## src/rtl/lsu_bus_master_if.sv

```systemverilog
// ---------------------------------------------------------------------------
// lsu_bus_master_if
// Groups the request, response and byte-lane RAM signals of lsu_bus_master.
//   req_*  : MEM-stage request (valid/ready handshake, op, address, data, tag)
//   resp_* : one-cycle completion strobe with load data, tag and error flag
//   mem_*  : byte-lane data RAM port (ce/we/addr/sel/data out, read data in)
// Modports:
//   master : the load/store unit (accepts requests, drives the RAM port)
//   slave  : its environment (issues requests, models the RAM)
// ---------------------------------------------------------------------------
interface lsu_bus_master_if;
    logic        req_valid_i;
    logic        req_ready_o;
    logic        req_store_i;
    logic [2:0]  req_funct3_i;
    logic [31:0] req_addr_i;
    logic [31:0] req_wdata_i;
    logic [4:0]  req_rd_i;

    logic        resp_valid_o;
    logic [31:0] resp_rdata_o;
    logic [4:0]  resp_rd_o;
    logic        resp_err_o;

    logic        mem_ce_o;
    logic        mem_we_o;
    logic [31:0] mem_addr_o;
    logic [3:0]  mem_sel_o;
    logic [31:0] mem_data_o;
    logic [31:0] mem_data_i;

    modport master (
        input  req_valid_i, req_store_i, req_funct3_i, req_addr_i, req_wdata_i, req_rd_i,
        output req_ready_o,
        output resp_valid_o, resp_rdata_o, resp_rd_o, resp_err_o,
        output mem_ce_o, mem_we_o, mem_addr_o, mem_sel_o, mem_data_o,
        input  mem_data_i
    );

    modport slave (
        output req_valid_i, req_store_i, req_funct3_i, req_addr_i, req_wdata_i, req_rd_i,
        input  req_ready_o,
        input  resp_valid_o, resp_rdata_o, resp_rd_o, resp_err_o,
        input  mem_ce_o, mem_we_o, mem_addr_o, mem_sel_o, mem_data_o,
        output mem_data_i
    );
endinterface

```

## src/rtl/lsu_bus_master.sv

```systemverilog
// ---------------------------------------------------------------------------
// lsu_bus_master
// Load/store initiator between the MEM stage and a byte-lane data RAM.
// Accepts one RV32I load/store at a time, drives lane selects and
// lane-shifted store data, splits word-crossing accesses into two beats
// (or reports them as errors when SPLIT_EN=0) and returns extended load
// data or store completion on a one-cycle response strobe.
// Ports:
//   clk  : clock, all state changes on the rising edge
//   rst  : synchronous active-high reset
//   bus  : lsu_bus_master_if.master (request, response and RAM port)
// All bus and response outputs are registered; req_ready_o is decoded
// from the state register.
// ---------------------------------------------------------------------------
module lsu_bus_master #(
    parameter bit SPLIT_EN = 1'b1
) (
    input  logic             clk,
    input  logic             rst,
    lsu_bus_master_if.master bus
);
    typedef enum logic [1:0] {IDLE, ACC0, ACC1, RESP} state_t;

    // Bytes touched by the access: B/BU = 1, H/HU = 2, W = 4.
    function automatic logic [2:0] access_size(input logic [2:0] f3);
        case (f3[1:0])
            2'b00:   return 3'd1;
            2'b01:   return 3'd2;
            // NOTE: every decode case ends in a default so the logic stays
            // purely combinational and no latch can be inferred.
            default: return 3'd4;
        endcase
    endfunction

    function automatic logic [3:0] lane_mask(input logic [2:0] f3);
        case (f3[1:0])
            2'b00:   return 4'b0001;
            2'b01:   return 4'b0011;
            default: return 4'b1111;
        endcase
    endfunction

    function automatic logic illegal_op(input logic store, input logic [2:0] f3);
        if (store)
            return f3 > 3'b010;
        return (f3 == 3'b011) || (f3[2:1] == 2'b11);
    endfunction

    function automatic logic [31:0] extend_load(input logic [2:0] f3, input logic [31:0] raw);
        case (f3)
            3'b000:  return {{24{raw[7]}}, raw[7:0]};
            3'b001:  return {{16{raw[15]}}, raw[15:0]};
            3'b100:  return {24'h0, raw[7:0]};
            3'b101:  return {16'h0, raw[15:0]};
            default: return raw;
        endcase
    endfunction

    state_t      state;

    // Request fields captured at acceptance.
    logic        r_store;
    logic [2:0]  r_f3;
    logic [31:0] r_addr;
    logic [31:0] r_wdata;
    logic [4:0]  r_rd;
    logic        r_cross;
    logic [31:0] ld_buf;

    // Registered outputs.
    logic        ce_q, we_q, rv_q, err_q;
    logic [31:0] addr_q, data_q, rdata_q;
    logic [3:0]  sel_q;
    logic [4:0]  rd_q;

    // Decode of the incoming request (used only in the accept cycle).
    logic [1:0]  req_off;
    logic [2:0]  req_size;
    logic        req_cross;
    logic        req_err;
    logic [7:0]  req_lanes;

    assign req_off   = bus.req_addr_i[1:0];
    assign req_size  = access_size(bus.req_funct3_i);
    assign req_cross = ({1'b0, req_off} + req_size) > 3'd4;
    assign req_err   = illegal_op(bus.req_store_i, bus.req_funct3_i) || (req_cross && !SPLIT_EN);
    // 8-bit lane vector: [3:0] are beat-0 lanes, [7:4] are lanes that spill
    // into the next word and become the beat-1 selects.
    assign req_lanes = {4'b0000, lane_mask(bus.req_funct3_i)} << req_off;

    // Decode of the registered request for the second beat and load capture.
    logic [1:0]  r_off;
    logic [2:0]  r_back;
    logic [7:0]  r_lanes;
    logic [31:0] beat0_rdata;
    logic [31:0] beat1_rdata;
    logic [31:0] beat1_wdata;

    assign r_off       = r_addr[1:0];
    assign r_back      = 3'd4 - {1'b0, r_off};
    assign r_lanes     = {4'b0000, lane_mask(r_f3)} << r_off;
    assign beat0_rdata = bus.mem_data_i >> {r_off, 3'b000};
    // Beat-1 bytes sit directly above the 4-off bytes taken in beat 0.
    assign beat1_rdata = bus.mem_data_i << {r_back, 3'b000};
    assign beat1_wdata = r_wdata >> {r_back, 3'b000};

    assign bus.req_ready_o  = (state == IDLE) && !rst;
    assign bus.mem_ce_o     = ce_q;
    assign bus.mem_we_o     = we_q;
    assign bus.mem_addr_o   = addr_q;
    assign bus.mem_sel_o    = sel_q;
    assign bus.mem_data_o   = data_q;
    assign bus.resp_valid_o = rv_q;
    assign bus.resp_rdata_o = rdata_q;
    assign bus.resp_rd_o    = rd_q;
    assign bus.resp_err_o   = err_q;

    // NOTE: sequential state uses non-blocking assignments only, so every
    // right-hand side below sees the pre-edge value of each register.
    always_ff @(posedge clk) begin
        if (rst) begin
            state   <= IDLE;
            r_store <= 1'b0;
            r_f3    <= 3'b000;
            r_addr  <= 32'h0;
            r_wdata <= 32'h0;
            r_rd    <= 5'd0;
            r_cross <= 1'b0;
            ld_buf  <= 32'h0;
            ce_q    <= 1'b0;
            we_q    <= 1'b0;
            addr_q  <= 32'h0;
            sel_q   <= 4'b0000;
            data_q  <= 32'h0;
            rv_q    <= 1'b0;
            rdata_q <= 32'h0;
            rd_q    <= 5'd0;
            err_q   <= 1'b0;
        end else begin
            // Bus and response default to idle; states below override.
            ce_q    <= 1'b0;
            we_q    <= 1'b0;
            addr_q  <= 32'h0;
            sel_q   <= 4'b0000;
            data_q  <= 32'h0;
            rv_q    <= 1'b0;
            rdata_q <= 32'h0;
            rd_q    <= 5'd0;
            err_q   <= 1'b0;

            case (state)
                IDLE: begin
                    if (bus.req_valid_i) begin
                        r_store <= bus.req_store_i;
                        r_f3    <= bus.req_funct3_i;
                        r_addr  <= bus.req_addr_i;
                        r_wdata <= bus.req_wdata_i;
                        r_rd    <= bus.req_rd_i;
                        r_cross <= req_cross;
                        if (req_err) begin
                            state <= RESP;
                            rv_q  <= 1'b1;
                            err_q <= 1'b1;
                            rd_q  <= bus.req_rd_i;
                        end else begin
                            state  <= ACC0;
                            ce_q   <= 1'b1;
                            we_q   <= bus.req_store_i;
                            addr_q <= {bus.req_addr_i[31:2], 2'b00};
                            sel_q  <= req_lanes[3:0];
                            data_q <= bus.req_wdata_i << {req_off, 3'b000};
                        end
                    end
                end

                ACC0: begin
                    ld_buf <= beat0_rdata;
                    if (r_cross) begin
                        state  <= ACC1;
                        ce_q   <= 1'b1;
                        we_q   <= r_store;
                        addr_q <= {r_addr[31:2], 2'b00} + 32'd4;   // wraps past 0xFFFFFFFC
                        sel_q  <= r_lanes[7:4];
                        data_q <= beat1_wdata;
                    end else begin
                        state   <= RESP;
                        rv_q    <= 1'b1;
                        rd_q    <= r_rd;
                        rdata_q <= r_store ? 32'h0 : extend_load(r_f3, beat0_rdata);
                    end
                end

                ACC1: begin
                    state   <= RESP;
                    rv_q    <= 1'b1;
                    rd_q    <= r_rd;
                    rdata_q <= r_store ? 32'h0 : extend_load(r_f3, ld_buf | beat1_rdata);
                end

                default: begin
                    state <= IDLE;
                end
            endcase
        end
    end
endmodule

```

## src/flat_wrapper.sv

```systemverilog
// flat-port wrapper written by rule: the top's interface ports become plain ports
module lsu_bus_master_flat 
#(
    parameter bit SPLIT_EN = 1'b1
)
  (clk, rst, bus_req_valid_i, bus_req_store_i, bus_req_funct3_i, bus_req_addr_i, bus_req_wdata_i, bus_req_rd_i, bus_req_ready_o, bus_resp_valid_o, bus_resp_rdata_o, bus_resp_rd_o, bus_resp_err_o, bus_mem_ce_o, bus_mem_we_o, bus_mem_addr_o, bus_mem_sel_o, bus_mem_data_o, bus_mem_data_i);
  lsu_bus_master_if bus_i ();
  input  logic clk;
  input  logic rst;
  input wire logic [$bits(bus_i.req_valid_i)-1:0] bus_req_valid_i;
  input wire logic [$bits(bus_i.req_store_i)-1:0] bus_req_store_i;
  input wire logic [$bits(bus_i.req_funct3_i)-1:0] bus_req_funct3_i;
  input wire logic [$bits(bus_i.req_addr_i)-1:0] bus_req_addr_i;
  input wire logic [$bits(bus_i.req_wdata_i)-1:0] bus_req_wdata_i;
  input wire logic [$bits(bus_i.req_rd_i)-1:0] bus_req_rd_i;
  output wire logic [$bits(bus_i.req_ready_o)-1:0] bus_req_ready_o;
  output wire logic [$bits(bus_i.resp_valid_o)-1:0] bus_resp_valid_o;
  output wire logic [$bits(bus_i.resp_rdata_o)-1:0] bus_resp_rdata_o;
  output wire logic [$bits(bus_i.resp_rd_o)-1:0] bus_resp_rd_o;
  output wire logic [$bits(bus_i.resp_err_o)-1:0] bus_resp_err_o;
  output wire logic [$bits(bus_i.mem_ce_o)-1:0] bus_mem_ce_o;
  output wire logic [$bits(bus_i.mem_we_o)-1:0] bus_mem_we_o;
  output wire logic [$bits(bus_i.mem_addr_o)-1:0] bus_mem_addr_o;
  output wire logic [$bits(bus_i.mem_sel_o)-1:0] bus_mem_sel_o;
  output wire logic [$bits(bus_i.mem_data_o)-1:0] bus_mem_data_o;
  input wire logic [$bits(bus_i.mem_data_i)-1:0] bus_mem_data_i;
  assign bus_i.req_valid_i = bus_req_valid_i;
  assign bus_i.req_store_i = bus_req_store_i;
  assign bus_i.req_funct3_i = bus_req_funct3_i;
  assign bus_i.req_addr_i = bus_req_addr_i;
  assign bus_i.req_wdata_i = bus_req_wdata_i;
  assign bus_i.req_rd_i = bus_req_rd_i;
  assign bus_req_ready_o = bus_i.req_ready_o;
  assign bus_resp_valid_o = bus_i.resp_valid_o;
  assign bus_resp_rdata_o = bus_i.resp_rdata_o;
  assign bus_resp_rd_o = bus_i.resp_rd_o;
  assign bus_resp_err_o = bus_i.resp_err_o;
  assign bus_mem_ce_o = bus_i.mem_ce_o;
  assign bus_mem_we_o = bus_i.mem_we_o;
  assign bus_mem_addr_o = bus_i.mem_addr_o;
  assign bus_mem_sel_o = bus_i.mem_sel_o;
  assign bus_mem_data_o = bus_i.mem_data_o;
  assign bus_i.mem_data_i = bus_mem_data_i;
  lsu_bus_master #(.SPLIT_EN(SPLIT_EN)) u_core (.clk(clk), .rst(rst), .bus(bus_i));
endmodule
```

## config.mk

```make
export PLATFORM = sky130hd
export DESIGN_NAME = lsu_bus_master_flat
export DESIGN_NICKNAME = d
export VERILOG_FILES = /design/src/rtl/lsu_bus_master_if.sv /design/src/rtl/lsu_bus_master.sv /design/src/flat_wrapper.sv
export SDC_FILE = /design/constraint.sdc
export NUM_CORES = 1
export LEC_CHECK = 0
export BUFFER_PORTS_ARGS = -buffer_cell sky130_fd_sc_hd__buf_2
export CAP_MARGIN = 10
export CORE_UTILIZATION = 55
export CTS_CLUSTER_SIZE = 10
export DETAILED_ROUTE_END_ITERATION = 6
export GPL_TIMING_DRIVEN = 0
export PLACE_DENSITY_LB_ADDON = 0.1
export SLEW_MARGIN = 20
export SYNTH_ARGS = -nofsm -noshare
export SYNTH_HDL_FRONTEND = slang
export SYNTH_SLANG_ARGS = --single-unit
```

## constraint.sdc

```tcl
create_clock -name clk -period 3 [get_ports clk]
set_clock_uncertainty 0.15 [all_clocks]
set_input_delay 0.3 -clock clk [delete_from_list [all_inputs] [get_ports clk]]
set_output_delay 0.3 -clock clk [all_outputs]
set_load 0.03 [all_outputs]
```

# Word level (Yosys, flattened, before mapping)
# Index checks and enable logic that the tools add are counted.
dict set report classes {
  addsub 3
  bitwise_logic 2
  n_mul 0
  n_lt_le_gt_ge 2
  n_eq_ne 10
  n_mux 44
  reduce_logical 9
  div 0
  shift 6
}
# operator count
set ops {}
lappend ops {{2-to-1 mux 32 bit} 9}
lappend ops {{case mux 32 bit (4 select lines)} 2}
lappend ops {{case mux 32 bit (2 select lines)} 3}
lappend ops {{adder 32 x 3 -> 32 bit, second input constant} 1}
lappend ops {{OR 32 bit} 1}
lappend ops {{left shift 32 x 5 -> 32 bit} 1}
lappend ops {{left shift 32 x 6 -> 32 bit} 1}
lappend ops {{>> shifter 32 x 5 -> 32 bit} 1}
lappend ops {{>> shifter 32 x 6 -> 32 bit} 1}
lappend ops {{case mux 4 bit (2 select lines)} 3}
lappend ops {{2-to-1 mux 5 bit} 3}
lappend ops {{case mux 5 bit (3 select lines)} 1}
lappend ops {{2-to-1 mux 1 bit} 13}
lappend ops {{2-to-1 mux 4 bit} 3}
lappend ops {{left shift 4 x 2 -> 8 bit} 1}
lappend ops {{== test 2 x 1 -> 1 bit, second input constant} 3}
lappend ops {{== test 3 bit, second input constant} 2}
lappend ops {{zero test 2 bit} 3}
lappend ops {{case mux 2 bit (3 select lines)} 1}
lappend ops {{case mux 3 bit (2 select lines)} 1}
lappend ops {{== test 2 bit, second input constant} 2}
lappend ops {{2-to-1 mux 2 bit} 2}
lappend ops {{case mux 1 bit (2 select lines)} 2}
lappend ops {{left shift 4 x 2 -> 4 bit} 1}
lappend ops {{15 further kinds} 15}
dict set report word_totals {
  in_bits 108
  memories 0
  reg_bits 217
  ramBits 0
  output_inout_bits 110
  rom_bits 0
  wordCells 93
  latchBits 0
}

# Longest topological paths before layout
dict set report logic_depth {
  ltp_word 6
  mapped_depth 11
  ltp_nobuf 7
}

# Least setup slack after synthesis
# OpenSTA, ideal clock, no wires.
dict set report synth_path {
  kind {reg-to-reg}
  startpoint {reg u_core.r_addr[0]}
  endpoint {reg u_core.rdata_q[29] (netlist: u_core.bus.resp_rdata_o[29])}
  setup_slack_ns 0.514
  arrival_ns 2.262
  n_path_buf 4
  path_stages_with_launch 12
  setup_time_ns 0.074
  path_cell_list {dfxtp_1 -> buf_6 -> clkinv_1 -> ha_1 -> buf_6 -> or2_1 -> buf_6 -> o21ai_4 -> a32oi_4 -> buf_6 -> a31o_1 -> a31oi_1}
}
dict set report synth_between {
  elab_chain_len 6
  elab_cells_between_ends 10
}
# element line_no
set synth_rtl {}
lappend synth_rtl {{from (decl)} lsu_bus_master.sv:64} ;# logic [31:0] r_addr;
lappend synth_rtl {{from (signal assigned)} lsu_bus_master.sv:156} ;# r_addr <= bus.req_addr_i;
lappend synth_rtl {{subtractor 3 x 2 -> 3 bit} lsu_bus_master.sv:100} ;# assign r_back = 3'd4 - {1'b0, r_off};
lappend synth_rtl {{left shift 32 x 6 -> 32 bit} lsu_bus_master.sv:104} ;# assign beat1_rdata = bus.mem_data_i << {r_back, 3'b000};
lappend synth_rtl {{OR 32 bit} lsu_bus_master.sv:197} ;# rdata_q <= r_store ? 32'h0 : extend_load(r_f3, ld_buf | beat1_rdata);
lappend synth_rtl {{case mux 32 bit (4 select lines)} lsu_bus_master.sv:50} ;# case (f3)
lappend synth_rtl {{2-to-1 mux 32 bit} lsu_bus_master.sv:197}
lappend synth_rtl {{case mux 32 bit (2 select lines) (*)} lsu_bus_master.sv:151} ;# case (state)
lappend synth_rtl {{to (signal assigned)} lsu_bus_master.sv:189} ;# rdata_q <= r_store ? 32'h0 : extend_load(r_f3, beat0_rdata);
lappend synth_rtl {{to (signal assigned)} lsu_bus_master.sv:197}
lappend synth_rtl {{to (decl)} lsu_bus_master.sv:72} ;# logic [31:0] addr_q, data_q, rdata_q;
# Every way passes the cells marked *; elsewhere a longest branch is shown, timed or not.
# A chain may end at the register's enable or synchronous reset.

# Final worst setup path
dict set report layout_path {
  startpoint {reg u_core.r_addr[0]}
  endpoint {reg u_core.data_q[26] (netlist: u_core.bus.mem_data_o[26])}
}
dict set report layout_between {
  elab_chain_len 4
}
# element line_no
set layout_rtl {}
lappend layout_rtl {{subtractor 3 x 2 -> 3 bit} lsu_bus_master.sv:100}
lappend layout_rtl {{>> shifter 32 x 6 -> 32 bit} lsu_bus_master.sv:105} ;# assign beat1_wdata = r_wdata >> {r_back, 3'b000};
lappend layout_rtl {{2-to-1 mux 32 bit} lsu_bus_master.sv:178} ;# if (r_cross) begin
lappend layout_rtl {{case mux 32 bit (2 select lines)} lsu_bus_master.sv:151}
lappend layout_rtl {{to (signal assigned)} lsu_bus_master.sv:171} ;# data_q <= bus.req_wdata_i << {req_off, 3'b000};
lappend layout_rtl {{to (signal assigned)} lsu_bus_master.sv:184} ;# data_q <= beat1_wdata;
lappend layout_rtl {{to (decl)} lsu_bus_master.sv:72}
# Every way passes these cells.

==> flow_summary.json <==
{
  "status": "finished clean",
  "criticalPathCategory": "reg2reg",
  "die_w_um": 140,
  "grt_pass1_wl_um": 56100,
  "numCtsBuffers": 25,
  "place_ws_ps": -219,
  "gp_congestion": 0.965,
  "reg2reg_depth": 8,
  "fin_nets": 1692,
  "clkTransAtPathRegs_ps": 60,
  "postRouteWirelength_um": 36400,
  "avgRoutedWirePerCell_um": 20.1,
  "vias": 10800,
  "ant_nets": 0,
  "r2r_setup_slack_ps": 40,
  "hold_path.class": "in2reg",
  "clk_latency_ps": 530,
  "reg2reg_from": "u_core.r_addr[0]",
  "synthAdderAreaFrac": 0.0102,
  "io_pins": 218,
  "yosysSeqAreaShare": 0.409,
  "track_usage": 0.366,
  "core_mm2": 0.0187,
  "antenna_found_initial": 0,
  "timing.final.crit_share": 0.986,
  "cts-root-buf": "clkbuf_16",
  "initial_core_util": 0.563,
  "timing.rr.end": "u_core.bus.mem_data_o[26]",
  "rows": 50,
  "synth.distinct_cells": 66,
  "stdcell_count": 1811,
  "critPathMaxFanout": 10,
  "dp_hpwl_um": 24700,
  "synth-compound-area-share": 0.178,
  "cp-end-kind": "flip-flop",
  "drtIter0Drc": 930,
  "postCtsSetupBuffers": 0,
  "firstDrtPassIters": 5,
  "whs_endpoint": "u_core.ld_buf[12]",
  "synth_mux_area_frac": 0.125,
  "overflow": 0,
  "synthCells": 1251,
  "vias_per_cell": 5.95,
  "p_leak_uw": 0.00534,
  "required_ps": 3290,
  "synth_top_family_by_area": "simple AND/OR/NAND/NOR gates",
  "setup_viol": 0,
  "avgSynthCellArea_um2": 8.42,
  "synthSimpleGateAreaFrac": 0.201,
  "cts_sinks": 215,
  "area_growth_pct": 27.2,
  "cts_buffer_depth": 3,
  "start_kind": "flip-flop",
  "vdd_drop_max_uv": 485,
  "fmax_mhz": 338,
  "ys_warn_count": 0,
  "die_area_mm2": 0.0197,
  "cts_tree": "yes",
  "synth_edf_count": 0,
  "grt_max_degree": 13,
  "io_buffers": 213,
  "tightestPinTransition_ps": 1100,
  "dp_cells": 1699,
  "rsz0062_at_grt": "no",
  "holdCritStartpoint": "bus_mem_data_i[20]",
  "hold_violations": 0,
  "power.density_mw_per_mm2": 742,
  "synth_ff_type": "dfxtp_1",
  "htree_levels": 1,
  "fp.dieH_um": 140,
  "whs_path_depth": 3,
  "synth_seq_cells": 215,
  "drive_gt1_frac": 0.218,
  "drc_errors": 0,
  "finalMaxSlewViolations": 0,
  "max_slew_margin": 0.263,
  "drv_cap": 0,
  "grt_pass1_vias": 10400,
  "cp.arrival_ps": 3250,
  "yosys.area_share.xor_xnor": 0.0233,
  "async_flop_share": 0,
  "setup_slack_ps": 41.2,
  "synth_area_mm2": 0.0105,
  "diodes": 0,
  "period_needed_ps": 2960
}
[worst max-delay path: stages, from the launching register on]
cell      delay (ps)
dfxtp_1          320
buf_6            160
clkinv_2         200
ha_1             350
buf_6            160
buf_4            200
nor4_2           940
a22oi_1          210
nor2_1           180
[flip-flops by register name, indices dropped and copies added, names as in the netlist]
signal	flops
u_core.r_f3	3
u_core.bus.mem_data_o	32
u_core.r_addr	32
u_core.bus.resp_rd_o	5
u_core.r_wdata	32
u_core.bus.resp_valid_o	1
u_core.bus.mem_we_o	1
u_core.r_cross	1
u_core.bus.resp_err_o	1
u_core.bus.mem_sel_o	4
u_core.ld_buf	32
u_core.bus.mem_ce_o	1
u_core.bus.mem_addr_o	30
u_core.state	2
u_core.r_store	1
u_core.bus.resp_rdata_o	32
u_core.r_rd	5
[cell usage after synthesis (7+ instances only)]
library cell,instances,area [um^2]
nand4_1,9,56.3
o31ai_1,7,52.6
buf_4,9,67.6
buf_2,24,120
xor2_1,14,123
or2_2,9,56.3
and2_1,7,43.8
inv_1,25,93.8
ha_1,7,87.6
a211oi_1,10,75.1
nand2b_1,22,138
o21ai_0,19,95.1
a32oi_1,13,114
mux2_2,16,180
clkbuf_1,54,203
nand3_1,20,100
a2bb2oi_1,7,61.3
a21oi_1,120,601
nor2b_1,10,62.6
a31oi_1,19,119
nor3_1,14,70.1
nor2_1,133,499
a31o_1,9,78.8
dfxtp_1,215,4300
buf_1,9,33.8
a311oi_1,7,61.3
nand2_1,223,837
mux4_2,15,338
xnor2_1,14,123
a31o_2,7,61.3
o22ai_1,20,125
a22oi_1,28,210
mux2i_1,74,741
a221oi_1,8,70.1
[layout make-up]
type	instances	area, um^2
Buffer	100	469
Clock buffer	26	639
Clock inverter	2	13.8
Fill cell	1518	5310
Inverter	26	98.8
Multi-Input combinational cell	911	5670
Sequential cell	215	4300
Tap cell	234	293
Timing Repair Buffer	297	1910
[per-layer routing]
layer  part of all wire  routed length [um]  track usage
met5                  0                   0            0
met3              0.090                3280       0.0680
met1               0.39               14400        0.452
met2               0.47               17000        0.612
met4              0.047                1720        0.186
[cell usage in the layout (no fill, tap or decap), types with 10 or more instances in the layout]
master,count
buf_2,237
nand2_1,223
dfxtp_1,215
nor2_1,132
a21oi_1,119
dlygate4sd3_1,84
mux2i_1,74
clkbuf_1,54
a22oi_1,28
inv_1,25
clkbuf_16,25
nand2b_1,22
nand3_1,20
o22ai_1,20
a31oi_1,19
o21ai_0,19
mux2_2,16
mux4_2,15
nor3_1,14
xor2_1,14
xnor2_1,14
a32oi_1,13
nor2b_1,10
a211oi_1,10
[power breakdown]
group | total, uW | internal, uW | switching [uW]
logic | 3740 | 1300 | 2440
registers | 3560 | 3290 | 266
clock network | 2640 | 1490 | 1150
total | 9940 | 6080 | 3860
[per-stage QoR]
step           utilization  total power (uW)  hold WS (ps)  instance area (um^2)  TNS [ps]
2_1_floorplan            -              6050           259                 10500         0
3_3_place_gp         0.636              7100           292                 11900     -1230
3_5_place_dp         0.636              7150           296                 11900     -1580
4_1_cts              0.716              9830          5.07                 13400         0
5_1_grt              0.716             10400          35.1                 13400         0
6_report             0.716              9940          13.1                 13400         0
[cell families (layout without fill, tap and decap cells)]
family	Yosys count	after routing
AND/OR/NAND/NOR	478	478
AO/OA/AOI/OAI	288	288
flip-flops	215	215
buffers and inverters	126	451
multiplexers	107	107
XOR/XNOR	28	28
adder cells (fa/ha/maj)	8	8
other	1	2
[timing repair]
action	4_1_cts	5_1_grt
resized for setup	3	0
hold endpoints to repair	140	0
endpoints found under the setup margin	30	0
hold buffers	84	0
[worst max path at each step]
stage                startpoint                           to  slack [ps]
4_1_cts        u_core.r_addr[0]    u_core.bus.mem_data_o[26]         150
5_1_grt        u_core.r_addr[0]    u_core.bus.mem_data_o[24]          10
3_5_place_dp   u_core.r_addr[0]  u_core.bus.resp_rdata_o[15]        -220
3_3_place_gp   u_core.r_addr[0]  u_core.bus.resp_rdata_o[15]        -190
6_report       u_core.r_addr[0]    u_core.bus.mem_data_o[26]          40
2_1_floorplan  u_core.r_addr[0]  u_core.bus.resp_rdata_o[29]         510
No activity file was read; power rests on OpenSTA's default activity.
